==> src/rtl/sprite_bitmap_pkg.sv <==
// +----------------------------------------------------------------------+
// | sprite_bitmap_pkg : shared types and constants for the RGB332 sprite  |
// |                     bitmap writer                                     |
// | Revision: 1.0                                                         |
// +----------------------------------------------------------------------+
`default_nettype none

package sprite_bitmap_pkg;

    localparam logic [7:0] TRANSPARENT_ENCODING = 8'hFF;
    localparam logic [7:0] OPAQUE_WHITE_SUB     = 8'hFE;
    localparam int         COORD_W              = 11;

    typedef enum logic [1:0] {
        IDLE  = 2'd0,
        LOAD  = 2'd1,
        FLUSH = 2'd2,
        DONE  = 2'd3
    } writer_state_t;

    typedef struct packed {
        logic [2:0] r;
        logic [2:0] g;
        logic [1:0] b;
    } rgb332_t;

endpackage

`default_nettype wire

==> src/rtl/rgb332_quantizer.sv <==
// +----------------------------------------------------------------------+
// | rgb332_quantizer : combinational RGB888 -> RGB332 encoder with        |
// |                    transparency and opaque-white remapping.           |
// | Optional 2x2 ordered dither under SPRITE_WRITER_DITHER_EN.            |
// | Revision: 1.0                                                         |
// +----------------------------------------------------------------------+
`default_nettype none

module rgb332_quantizer
    import sprite_bitmap_pkg::*;
(
    input  logic [23:0] rgb,
    input  logic        transparent,
    input  logic        x0,
    input  logic        y0,
    output rgb332_t     q
);

    logic [7:0] w_r;
    logic [7:0] w_g;
    logic [7:0] w_b;

`ifdef SPRITE_WRITER_DITHER_EN
    logic [1:0] w_thr;
    logic [8:0] w_r_sum;
    logic [8:0] w_g_sum;
    logic [8:0] w_b_sum;

    // Bayer 2x2 ordering indexed by {y0, x0}
    always_comb begin
        w_thr = 2'd0;
        case ({y0, x0})
            2'b00:   w_thr = 2'd0;
            2'b01:   w_thr = 2'd2;
            2'b10:   w_thr = 2'd3;
            default: w_thr = 2'd1;
        endcase
    end

    assign w_r_sum = {1'b0, rgb[23:16]} + {4'b0, w_thr, 3'b0};
    assign w_g_sum = {1'b0, rgb[15:8]}  + {4'b0, w_thr, 3'b0};
    assign w_b_sum = {1'b0, rgb[7:0]}   + {3'b0, w_thr, 4'b0};

    assign w_r = w_r_sum[8] ? 8'hFF : w_r_sum[7:0];
    assign w_g = w_g_sum[8] ? 8'hFF : w_g_sum[7:0];
    assign w_b = w_b_sum[8] ? 8'hFF : w_b_sum[7:0];
`else
    logic w_unused_coords;

    assign w_unused_coords = x0 ^ y0;
    assign w_r = rgb[23:16];
    assign w_g = rgb[15:8];
    assign w_b = rgb[7:0];
`endif

    rgb332_t w_trunc;
    logic    w_unused_lsbs;

    assign w_trunc       = '{r: w_r[7:5], g: w_g[7:5], b: w_b[7:6]};
    assign w_unused_lsbs = ^{w_r[4:0], w_g[4:0], w_b[5:0]};

    // An opaque pixel must never alias the transparent code
    always_comb begin
        q = w_trunc;
        if (transparent) begin
            q = rgb332_t'(TRANSPARENT_ENCODING);
        end else if (w_trunc == rgb332_t'(TRANSPARENT_ENCODING)) begin
            q = rgb332_t'(OPAQUE_WHITE_SUB);
        end
    end

endmodule

`default_nettype wire

==> src/rtl/sprite_bitmap_writer.sv <==
// +----------------------------------------------------------------------+
// | sprite_bitmap_writer : streams RGB pixels into a sprite RAM as RGB332 |
// |                        in raster order. Dither: SPRITE_WRITER_DITHER_EN|
// | Revision: 1.0                                                         |
// +----------------------------------------------------------------------+
`default_nettype none

module sprite_bitmap_writer
    import sprite_bitmap_pkg::*;
#(
    parameter int OBJECT_WIDTH_X  = 100,
    parameter int OBJECT_HEIGHT_Y = 20
) (
    input  logic               clk,
    input  logic               resetN,
    input  logic               start,
    input  logic               pixel_valid,
    output logic               pixel_ready,
    input  logic [23:0]        pixel_rgb,
    input  logic               pixel_transparent,
    output logic               wr_en,
    input  logic               wr_ready,
    output logic [COORD_W-1:0] wr_addrX,
    output logic [COORD_W-1:0] wr_addrY,
    output logic [7:0]         wr_data,
    output logic               busy,
    output logic               done
);

    localparam logic [COORD_W-1:0] c_last_x = COORD_W'(OBJECT_WIDTH_X - 1);
    localparam logic [COORD_W-1:0] c_last_y = COORD_W'(OBJECT_HEIGHT_Y - 1);

    writer_state_t      r_state;
    logic [COORD_W-1:0] r_x;
    logic [COORD_W-1:0] r_y;
    rgb332_t            w_pixel_q;
    logic               w_accept;
    logic               w_write_done;
    logic               w_last_pixel;

    rgb332_quantizer u_quant (
        .rgb         (pixel_rgb),
        .transparent (pixel_transparent),
        .x0          (r_x[0]),
        .y0          (r_y[0]),
        .q           (w_pixel_q)
    );

    // Depends only on registered state and wr_ready, never on pixel_valid
    assign pixel_ready  = (r_state == LOAD) && (!wr_en || wr_ready);
    assign w_accept     = pixel_valid && pixel_ready;
    assign w_write_done = wr_en && wr_ready;
    assign w_last_pixel = (r_x == c_last_x) && (r_y == c_last_y);

    always_ff @(posedge clk or negedge resetN) begin
        if (!resetN) begin
            r_state  <= IDLE;
            r_x      <= '0;
            r_y      <= '0;
            wr_en    <= 1'b0;
            wr_addrX <= '0;
            wr_addrY <= '0;
            wr_data  <= '0;
            busy     <= 1'b0;
            done     <= 1'b0;
        end else begin
            done <= 1'b0;
            case (r_state)
                IDLE: begin
                    if (start) begin
                        r_state <= LOAD;
                        busy    <= 1'b1;
                        r_x     <= '0;
                        r_y     <= '0;
                    end
                end
                LOAD: begin
                    if (w_accept) begin
                        wr_en    <= 1'b1;
                        wr_addrX <= r_x;
                        wr_addrY <= r_y;
                        wr_data  <= w_pixel_q;
                        if (w_last_pixel) begin
                            r_state <= FLUSH;
                        end else if (r_x == c_last_x) begin
                            r_x <= '0;
                            r_y <= r_y + 1'b1;
                        end else begin
                            r_x <= r_x + 1'b1;
                        end
                    end else if (w_write_done) begin
                        wr_en <= 1'b0;
                    end
                end
                FLUSH: begin
                    if (w_write_done) begin
                        wr_en   <= 1'b0;
                        busy    <= 1'b0;
                        done    <= 1'b1;
                        r_state <= DONE;
                    end
                end
                DONE: begin
                    r_state <= IDLE;
                end
                default: begin
                    r_state <= IDLE;
                end
            endcase
        end
    end

endmodule

`default_nettype wire

==> config.mk <==
export PLATFORM = sky130hd
export DESIGN_NAME = sprite_bitmap_writer
export DESIGN_NICKNAME = d
export VERILOG_FILES = /design/src/rtl/sprite_bitmap_pkg.sv /design/src/rtl/rgb332_quantizer.sv /design/src/rtl/sprite_bitmap_writer.sv
export SDC_FILE = /design/constraint.sdc
export NUM_CORES = 1
export LEC_CHECK = 0
export BUFFER_PORTS_ARGS = -buffer_cell sky130_fd_sc_hd__buf_2
export CAP_MARGIN = 20
export CORE_ASPECT_RATIO = 0.6
export CORE_MARGIN = 8
export CORE_UTILIZATION = 49
export DETAILED_ROUTE_END_ITERATION = 12
export PLACE_DENSITY = 0.74
export SLEW_MARGIN = 20
export SYNTH_ARGS = -nofsm -noshare
export SYNTH_HDL_FRONTEND = slang
export SYNTH_SLANG_ARGS = --single-unit
==> constraint.sdc <==
create_clock -name clk -period 4.5 [get_ports clk]
set_input_delay 0.675 -clock clk [delete_from_list [all_inputs] [get_ports clk]]
set_output_delay 0.675 -clock clk [all_outputs]
set_load 0.01 [all_outputs]
==> flow_summary.ini, run 1 <==
[outcome]
status = complete, no violations

[finish]
mostFrequentLayoutCells = 101 x nand2_1, 57 x dfrtp_1, 47 x buf_2
drive_above_1_share = 0.2143
layout_commonest_cell = nand2_1
num_antenna_cells = 0
final_area_um2 = 3231
nets = 381
area_delta_synth_final_pct = 17.52
final_util = 0.5883

[clocking]
root_buffer = clkbuf_8
cts_tree = built
ctsHoldBuffers = 0
insertion_delay_ns = 0.33
cts_max_level = 3
cts.clk_slew.worst_paths_ns = 0.07
post-cts-setup-buffers = 0
clockBufferDepth = 2
cts_buffers = 9
clock-sinks = 57
cts_resized = 0

[drt]
vias_per_cell = 5.575
ant_nets = 0
vias = 2336
initialDrtViolationCount = 156
firstDrtPassIters = 4
drc = 0
wirelength_um = 6598
wl_per_cell_um = 15.75

[placed_design]
numPortBuffers = 47
dp_hpwl_um = 4615
placed_area_um2 = 3035
gp_congestion = 0.8397
dp_slack_ns = 1.524

[timing]
tns_ns = 0
fin_crit_sh = 0.6617
hold_viol = 0
min_period_ns = 2.978
worst_slack_ns = 1.522
worstMarginPinSlew_ns = 0.8992
grt_setup_unrepaired = false
fmax_mhz = 335.8
skew_ns = 0.007644
setup_viol = 0
report.final.slew_viol_count = 0
max_slew_margin = 0.3834

[floorplan]
fp.dieH_um = 74.02
start_util = 0.5006
num_rows = 21
die_area_um2 = 8341
core-area_um2 = 5492
ioPinCount = 64
die_x_um = 112.7

[worst_setup_path]
timing_worst_setup_path_type = reg2reg
crit_chain = inv_1 > ha_1 > nand3_2 > buf_4 > o21ai_2 > nand2_1 > or3_1 > a21oi_1
crit_fanout = 23
max_stage_delay_ns = 0.62
critPathLaunchType = flip-flop
cp_slowest_cell = ha_1
crit_arrival_ns = 3.24
end_kind = flip-flop
ff2ff_path_depth = 8
worstPathRequired_ns = 4.76

[yosys]
synth_flop_cell = dfrtp_1
seq_area_frac_synth = 0.5189
yosys_register_bits = 57
post_synth.cell_area_avg_um2 = 9.224
yosysUniqueCellTypes = 49
synth_edf_count = 0
syn_nets = 333
syn-cell-area_um2 = 2749
yosysWarnings = 0
synthArstFlopShare = 1.000
synth_cells = 298

[grt]
grt_pass1_vias = 2286
antenna_found_initial = 0
grt.total_usage = 0.1695
grt_first_pass_wirelength_um = 11140
gr-total-overflow = 0
grt_start_max_net_pins = 54

[pwr]
vdd_drop_max_uv = 225.8
leakage_nw = 1.674
p_total_mw = 1.223
p_switching_mw = 0.3399
clkPwrFrac = 0.385
power_density_nw_per_um2 = 378.4
internal_power_mw = 0.8827
switching_share = 0.2780
p_seq_frac = 0.483
combinationalPowerShare = 0.131

[run]
drv_cap = 0

[min_path]
min_path_type = in2async
per-layer routing:
metal  up-vias  share of wire  global-route usage
met4         0         0.0076             0.04748
li1       1127              -                   -
met1      1117           0.51              0.2268
met2        86           0.40              0.2434
met5         -              0                   0
met3         6          0.082             0.07536
cell type report:
type | count | area [um2]
clock inverter | 5 | 56.30
multi-input combinational | 225 | 1259
clock buffer | 10 | 137.6
timing repair buffer | 49 | 250.2
inverter | 4 | 15.01
fill | 487 | 2261
tap | 69 | 86.33
sequential | 57 | 1426
kinds of logic (layout without fill, tap and decap cells):
family | count (synthesis) | after routing | synth area share
AOI/OAI and AO/OA | 41 | 41 | 0.09923
muxes | 4 | 4 | 0.01502
buffers and inverters | 16 | 68 | 0.02367
adders and majority gates | 5 | 5 | 0.02276
DFF | 57 | 57 | 0.5189
and+or+nand+nor | 171 | 171 | 0.3077
xor gates and xnor gates | 4 | 4 | 0.01275
final timing paths:
path / from / end / slack, ns
setup / recovery: r_state[1] / r_y[9] / 1.52
hold / removal: resetN / wr_addrY[5] / 0.13
setup reg to reg: r_state[1] / r_y[9] / 1.52
hold reg to reg: wr_data[2] / wr_data[2] / 0.46
max in group asynchronous: resetN / r_x[1] / 3.51
min in group clk: wr_data[2] / wr_data[2] / 0.46
registers in the layout, summed over array words and instances, names as in the netlist:
signal	cells
busy	1
done	1
r_state	2
r_x	11
r_y	11
wr_addrX	11
wr_addrY	11
wr_data	8
wr_en	1
metrics by stage:
step | hold slack (ns) | std cells
floorplan | 0.3794 | 298
global placement | 0.4448 | 404
detailed placement | 0.4505 | 404
CTS | 0.1220 | 419
global route | 0.1147 | 419
finish | 0.1339 | 419
critical path: cells and delay by family, from the launching register on:
kind / cells / cell delay, ns
compound gates: 2 / 0.40
fa+ha+maj: 1 / 0.62
buf+inv: 2 / 0.45
flops: 1 / 0.39
simple gates: 3 / 1.03
cells in the mapped netlist (all sizes together) (2+ instances only):
| library cell | instances | area [um2] |
|---|---|---|
| buf | 2 | 12.51 |
| mux2i | 3 | 30.03 |
| a32o | 2 | 20.02 |
| o41ai | 2 | 17.52 |
| nor4 | 3 | 33.78 |
| nor2b | 2 | 12.51 |
| nand2 | 101 | 379.1 |
| and4b | 2 | 20.02 |
| and2 | 5 | 31.28 |
| a22o | 3 | 26.28 |
| dfrtp | 57 | 1426 |
| nand2b | 2 | 12.51 |
| nor4b | 3 | 41.29 |
| or3 | 2 | 12.51 |
| nand3 | 14 | 87.59 |
| o21ai | 20 | 103.9 |
| a21oi | 5 | 28.78 |
| inv | 4 | 15.01 |
| nor3 | 4 | 25.02 |
| o211ai | 2 | 15.01 |
| xor2 | 3 | 26.28 |
| clkbuf | 10 | 37.54 |
| nand4 | 6 | 37.54 |
| nor2 | 13 | 48.80 |
| and3 | 9 | 57.56 |
| ha | 5 | 62.56 |
power groups by stage:
stage / Sequential [mW] / Clock, mW / Combinational (mW)
CTS: 0.591 / 0.482 / 0.163
finish: 0.591 / 0.471 / 0.160
global route: 0.598 / 0.508 / 0.182
floorplan: 0.607 / 0 / 0.0829
global placement: 0.597 / 0 / 0.157
detailed placement: 0.600 / 0 / 0.162
(Power assumes the default switching activity.)
==> inputs of run 2 (changes only) <==
--- a/config.mk
+++ b/config.mk
@@ -9,9 +9,9 @@
 export CAP_MARGIN = 20
 export CORE_ASPECT_RATIO = 0.6
 export CORE_MARGIN = 8
-export CORE_UTILIZATION = 49
+export CORE_UTILIZATION = 48
 export DETAILED_ROUTE_END_ITERATION = 12
-export PLACE_DENSITY = 0.74
+export PLACE_DENSITY = 0.75
 export SLEW_MARGIN = 20
 export SYNTH_ARGS = -nofsm -noshare
 export SYNTH_HDL_FRONTEND = slang
==> constraint.sdc (replaced) <==
create_clock -name clk -period 2.4 [get_ports clk]
set_input_delay 0.36 -clock clk [delete_from_list [all_inputs] [get_ports clk]]
set_output_delay 0.36 -clock clk [all_outputs]
set_load 0.01 [all_outputs]
==> run 2 against run 1 <==
Critical endpoint is now r_x[3]. Clock power up 69%. Largest cell class unchanged. Flip-flop and latch count unchanged. Fmax grew 33%. Combinational power up 92%. Worst setup slack got worse by 1.4 ns. Clock skew barely moved. Total power grew 81%. Die area rose by 1.7%. Critical path depth down 3.
==> flow_summary.ini, run 2 (synthesis gave the netlist of run 1 again) <==
[pwr]
power_density_nw_per_um2 = 669.9
combinationalPowerShare = 0.139
switching_share = 0.2919
vdd_drop_max_uv = 430.2
p_switching_mw = 0.6456
internal_power_mw = 1.566
p_seq_frac = 0.500
leakage_nw = 1.709
clkPwrFrac = 0.361

[worst_setup_path]
worstPathRequired_ns = 2.61
crit_fanout = 9
timing_worst_setup_path_type = reg2reg
crit_arrival_ns = 2.46
end_kind = flip-flop
critPathLaunchType = flip-flop

[finish]
num_antenna_cells = 0
layout_commonest_cell = nand2_1
fill_cells = 510
seq_area_um2 = 1426
mostFrequentLayoutCells = 101 x nand2_1, 57 x dfrtp_1, 47 x buf_2
drive_above_1_share = 0.2312
multiInputGateArea_um2 = 1257
nets = 389
area_delta_synth_final_pct = 20.12

[clocking]
cts_max_level = 3
cts_tree = built
clockBufferDepth = 2
ctsHoldBuffers = 0
root_buffer = clkbuf_8
cts.clk_slew.worst_paths_ns = 0.07
cts_buffers = 9
insertion_delay_ns = 0.34
clock-sinks = 57
post-cts-setup-buffers = 0
cts_resized = 0

[grt]
gr-total-overflow = 0
grt_first_pass_wirelength_um = 10820
grt_start_max_net_pins = 32
grt_pass1_vias = 2228
antenna_found_initial = 0
grt.total_usage = 0.1608

[timing]
worstMarginPinSlew_ns = 0.6998
min_period_ns = 2.247
grt_setup_unrepaired = false
fin_crit_sh = 0.9361
tns_ns = 0
report.final.slew_viol_count = 0
hold_viol = 0
setup_viol = 0
fin_hold_ws_ns = 0.06506
fmax_mhz = 445.1
skew_ns = 0.007805
max_slew_margin = 0.5334

[floorplan]
ioPinCount = 64
die_x_um = 113.7
core-area_um2 = 5544
die_area_um2 = 8484
start_util = 0.4958
num_rows = 21
fp.dieH_um = 74.62

[placed_design]
gp_congestion = 0.8452
dp_hpwl_um = 4669
numPortBuffers = 47

[drt]
wirelength_um = 6388
initialDrtViolationCount = 143
wl_per_cell_um = 14.55
firstDrtPassIters = 4
drc = 0
ant_nets = 0
vias_per_cell = 5.287
vias = 2321

[run]
drv_cap = 0

[min_path]
min_path_type = in2async

[outcome]
status = complete, no violations
[run 2: cell types whose count changed in the layout (fill, tap and decap cells not counted), sizes merged]
cell and delta:
clkinvlp +1, buf +8, bufinv -1, inv +1
[run 2: area by class of cell]
class	count	area share
clock buffer	10	0.04168
clock inverter	6	0.01288
inverter	4	0.004547
multi-input combinational	225	0.3808
sequential	57	0.4320
tap	80	0.03031
timing repair buffer	57	0.09776
[run 2: through the flow]
stage	instances	instance area (um2)	power, mW	utilization	setup slack, ns
6_report	439	3302	2.212	0.5956	0.1534
3_3_place_gp	423	3122	1.425	0.5631	0.2350
4_1_cts	439	3302	2.245	0.5956	0.1585
2_1_floorplan	298	2749	1.294	-	0.4388
3_5_place_dp	423	3122	1.437	0.5631	0.1701
5_1_grt	439	3302	2.332	0.5956	0.03636
[run 2: power by group through the flow]
| stage | Clock (mW) | Combinational, mW | Sequential, mW |
|---|---|---|---|
| after floorplan | 0 | 0.156 | 1.14 |
| after global placement | 0 | 0.305 | 1.12 |
| after detailed placement | 0 | 0.314 | 1.12 |
| after CTS | 0.825 | 0.314 | 1.11 |
| after global routing | 0.862 | 0.354 | 1.12 |
| final | 0.798 | 0.307 | 1.11 |
[run 2: path summary, 6_finish.rpt]
path / startpoint / end / slack, ns / cells after the start
max in group asynchronous: resetN / r_state[0] / 1.74 / 2
min in group clk: pixel_rgb[7] / wr_data[1] / 0.27 / 3
min: resetN / wr_addrY[7] / 0.07 / 1
max reg2reg: r_y[7] / r_x[3] / 0.15 / 5
max: r_y[7] / r_x[3] / 0.15 / 5
min reg2reg: wr_data[1] / wr_data[1] / 0.46 / 2
[run 2: worst max-delay path, cell delays in order, from the launching register on]
cell	delay [ns]
dfrtp_1	0.44
nor4_1	0.37
and4b_1	0.53
a21oi_2	0.16
and2_1	0.26
o41ai_1	0.37
[run 2: routing by layer]
layer  vias to the layer above  global-route usage  part of all wire
met5                         -                   0                 0
met1                      1079              0.2270              0.51
met2                        90              0.2198              0.38
met3                         8             0.05604             0.099
met4                         0             0.06158            0.0092
li1                       1144                   -                 -
==> inputs of run 3 (changes only) <==
--- a/config.mk
+++ b/config.mk
@@ -9,9 +9,10 @@
 export CAP_MARGIN = 20
 export CORE_ASPECT_RATIO = 0.6
 export CORE_MARGIN = 8
-export CORE_UTILIZATION = 48
+export CORE_UTILIZATION = 49
+export CTS_BUF_LIST = sky130_fd_sc_hd__clkbuf_4 sky130_fd_sc_hd__clkbuf_8
 export DETAILED_ROUTE_END_ITERATION = 12
-export PLACE_DENSITY = 0.75
+export PLACE_DENSITY = 0.77
 export SLEW_MARGIN = 20
 export SYNTH_ARGS = -nofsm -noshare
 export SYNTH_HDL_FRONTEND = slang
==> run 3 against run 2 <==
Critical path depth increased by 3. Global-route usage rose by 0.34 points. Highest routed layer unchanged. Die area is 1.7% lower. Sequential share of layout area increased by 0.20 points. Hold slack got worse by 0.00095 ns. Critical endpoint is now r_y[9].
==> flow_summary.ini, run 3 (synthesis gave the netlist of run 1 again) <==
[placed_design]
placed_area_um2 = 3093
gp_congestion = 0.8270
numPortBuffers = 47
dp_hpwl_um = 4604

[clocking]
cts_max_level = 3
cts_resized = 0
clockBufferDepth = 2
post-cts-setup-buffers = 0
ctsHoldBuffers = 0
cts.clk_slew.worst_paths_ns = 0.07
cts_tree = built
cts_buffers = 9
insertion_delay_ns = 0.34
clock-sinks = 57
root_buffer = clkbuf_8

[timing]
max_slew_margin = 0.5187
grt_setup_unrepaired = false
fmax_mhz = 454.3
tns_ns = 0
setup_viol = 0
skew_ns = 0.008433
min_period_ns = 2.201
fin_crit_sh = 0.9173
worstMarginPinSlew_ns = 0.7219
report.final.slew_viol_count = 0
hold_viol = 0

[drt]
initialDrtViolationCount = 169
firstDrtPassIters = 4
wirelength_um = 6392
wl_per_cell_um = 15.04
vias = 2332
ant_nets = 0
vias_per_cell = 5.487
drc = 0

[pwr]
combinationalPowerShare = 0.133
clkPwrFrac = 0.387
leakage_nw = 1.708
p_switching_mw = 0.6375
power_density_nw_per_um2 = 699.5
switching_share = 0.2773
p_seq_frac = 0.480
internal_power_mw = 1.662
vdd_drop_max_uv = 390.1

[finish]
final_area_um2 = 3287
mostFrequentLayoutCells = 101 x nand2_1, 57 x dfrtp_1, 47 x buf_2
final_util = 0.5985
num_antenna_cells = 0
layout_commonest_cell = nand2_1
nets = 387
multiInputGateArea_um2 = 1257
drive_above_1_share = 0.2247
area_delta_synth_final_pct = 19.57
fill_cells = 491
seq_area_um2 = 1426

[run]
drv_cap = 0

[floorplan]
die_area_um2 = 8341
num_rows = 21
start_util = 0.5006
core-area_um2 = 5492
die_x_um = 112.7
ioPinCount = 64
fp.dieH_um = 74.02

[outcome]
status = complete, no violations

[grt]
grt_pass1_vias = 2147
grt_first_pass_wirelength_um = 10700
grt_start_max_net_pins = 32
antenna_found_initial = 0
grt.total_usage = 0.1642
gr-total-overflow = 0

[worst_setup_path]
end_kind = flip-flop
crit_arrival_ns = 2.47
critPathLaunchType = flip-flop
ff2ff_path_depth = 8
crit_fanout = 13
worstPathRequired_ns = 2.67
timing_worst_setup_path_type = reg2reg

[min_path]
min_path_type = in2async
[run 3: critical path, cell delays in order, from the launching register on]
cell and delay [ns]:
dfrtp_1 0.40, inv_1 0.09, ha_1 0.24, nand3_2 0.19
buf_4 0.25, o21ai_2 0.22, nand2_1 0.21, or3_1 0.39
a21oi_1 0.15
[run 3: metal layers]
layer | wire [um] | track usage | share of wire
met4 | 51 | 0.04896 | 0.0080
met1 | 3284 | 0.2316 | 0.51
met5 | 0 | 0 | 0
met2 | 2450 | 0.2111 | 0.38
met3 | 605 | 0.08185 | 0.095
[run 3: area by class of cell]
class                      count  share of cell area
sequential                    57              0.4340
multi-input combinational    225              0.3826
timing repair buffer          55             0.09364
clock buffer                  10             0.04187
tap                           69             0.02627
clock inverter                 5             0.01713
inverter                       4            0.004568
[run 3: final timing paths]
path                                     to  slack [ns]          start
worst max-delay path                 r_y[9]        0.20     r_state[1]
worst min-delay path            wr_addrY[4]        0.06         resetN
worst max register to register       r_y[9]        0.20     r_state[1]
worst min register to register   wr_data[4]        0.46     wr_data[4]
max in group asynchronous            r_x[4]        1.73         resetN
min in group clk                 wr_data[7]        0.27  pixel_rgb[23]
[run 3: power groups by stage]
| stage | Combinational, mW | Clock [mW] | Sequential (mW) |
|---|---|---|---|
| after CTS | 0.312 | 0.912 | 1.10 |
| final | 0.305 | 0.890 | 1.10 |
| after global placement | 0.303 | 0 | 1.12 |
| after floorplan | 0.156 | 0 | 1.14 |
| after detailed placement | 0.309 | 0 | 1.12 |
| after global routing | 0.348 | 0.954 | 1.12 |
[run 3: per-stage QoR]
stage	setup WS (ns)	power [mW]	cells	hold WS, ns
2_1_floorplan	0.4388	1.294	298	0.06441
3_3_place_gp	0.2778	1.422	410	0.4443
3_5_place_dp	0.2252	1.431	410	0.4515
4_1_cts	0.2152	2.327	425	0.08102
5_1_grt	0.03617	2.418	425	0.1053
6_report	0.1986	2.299	425	0.06411
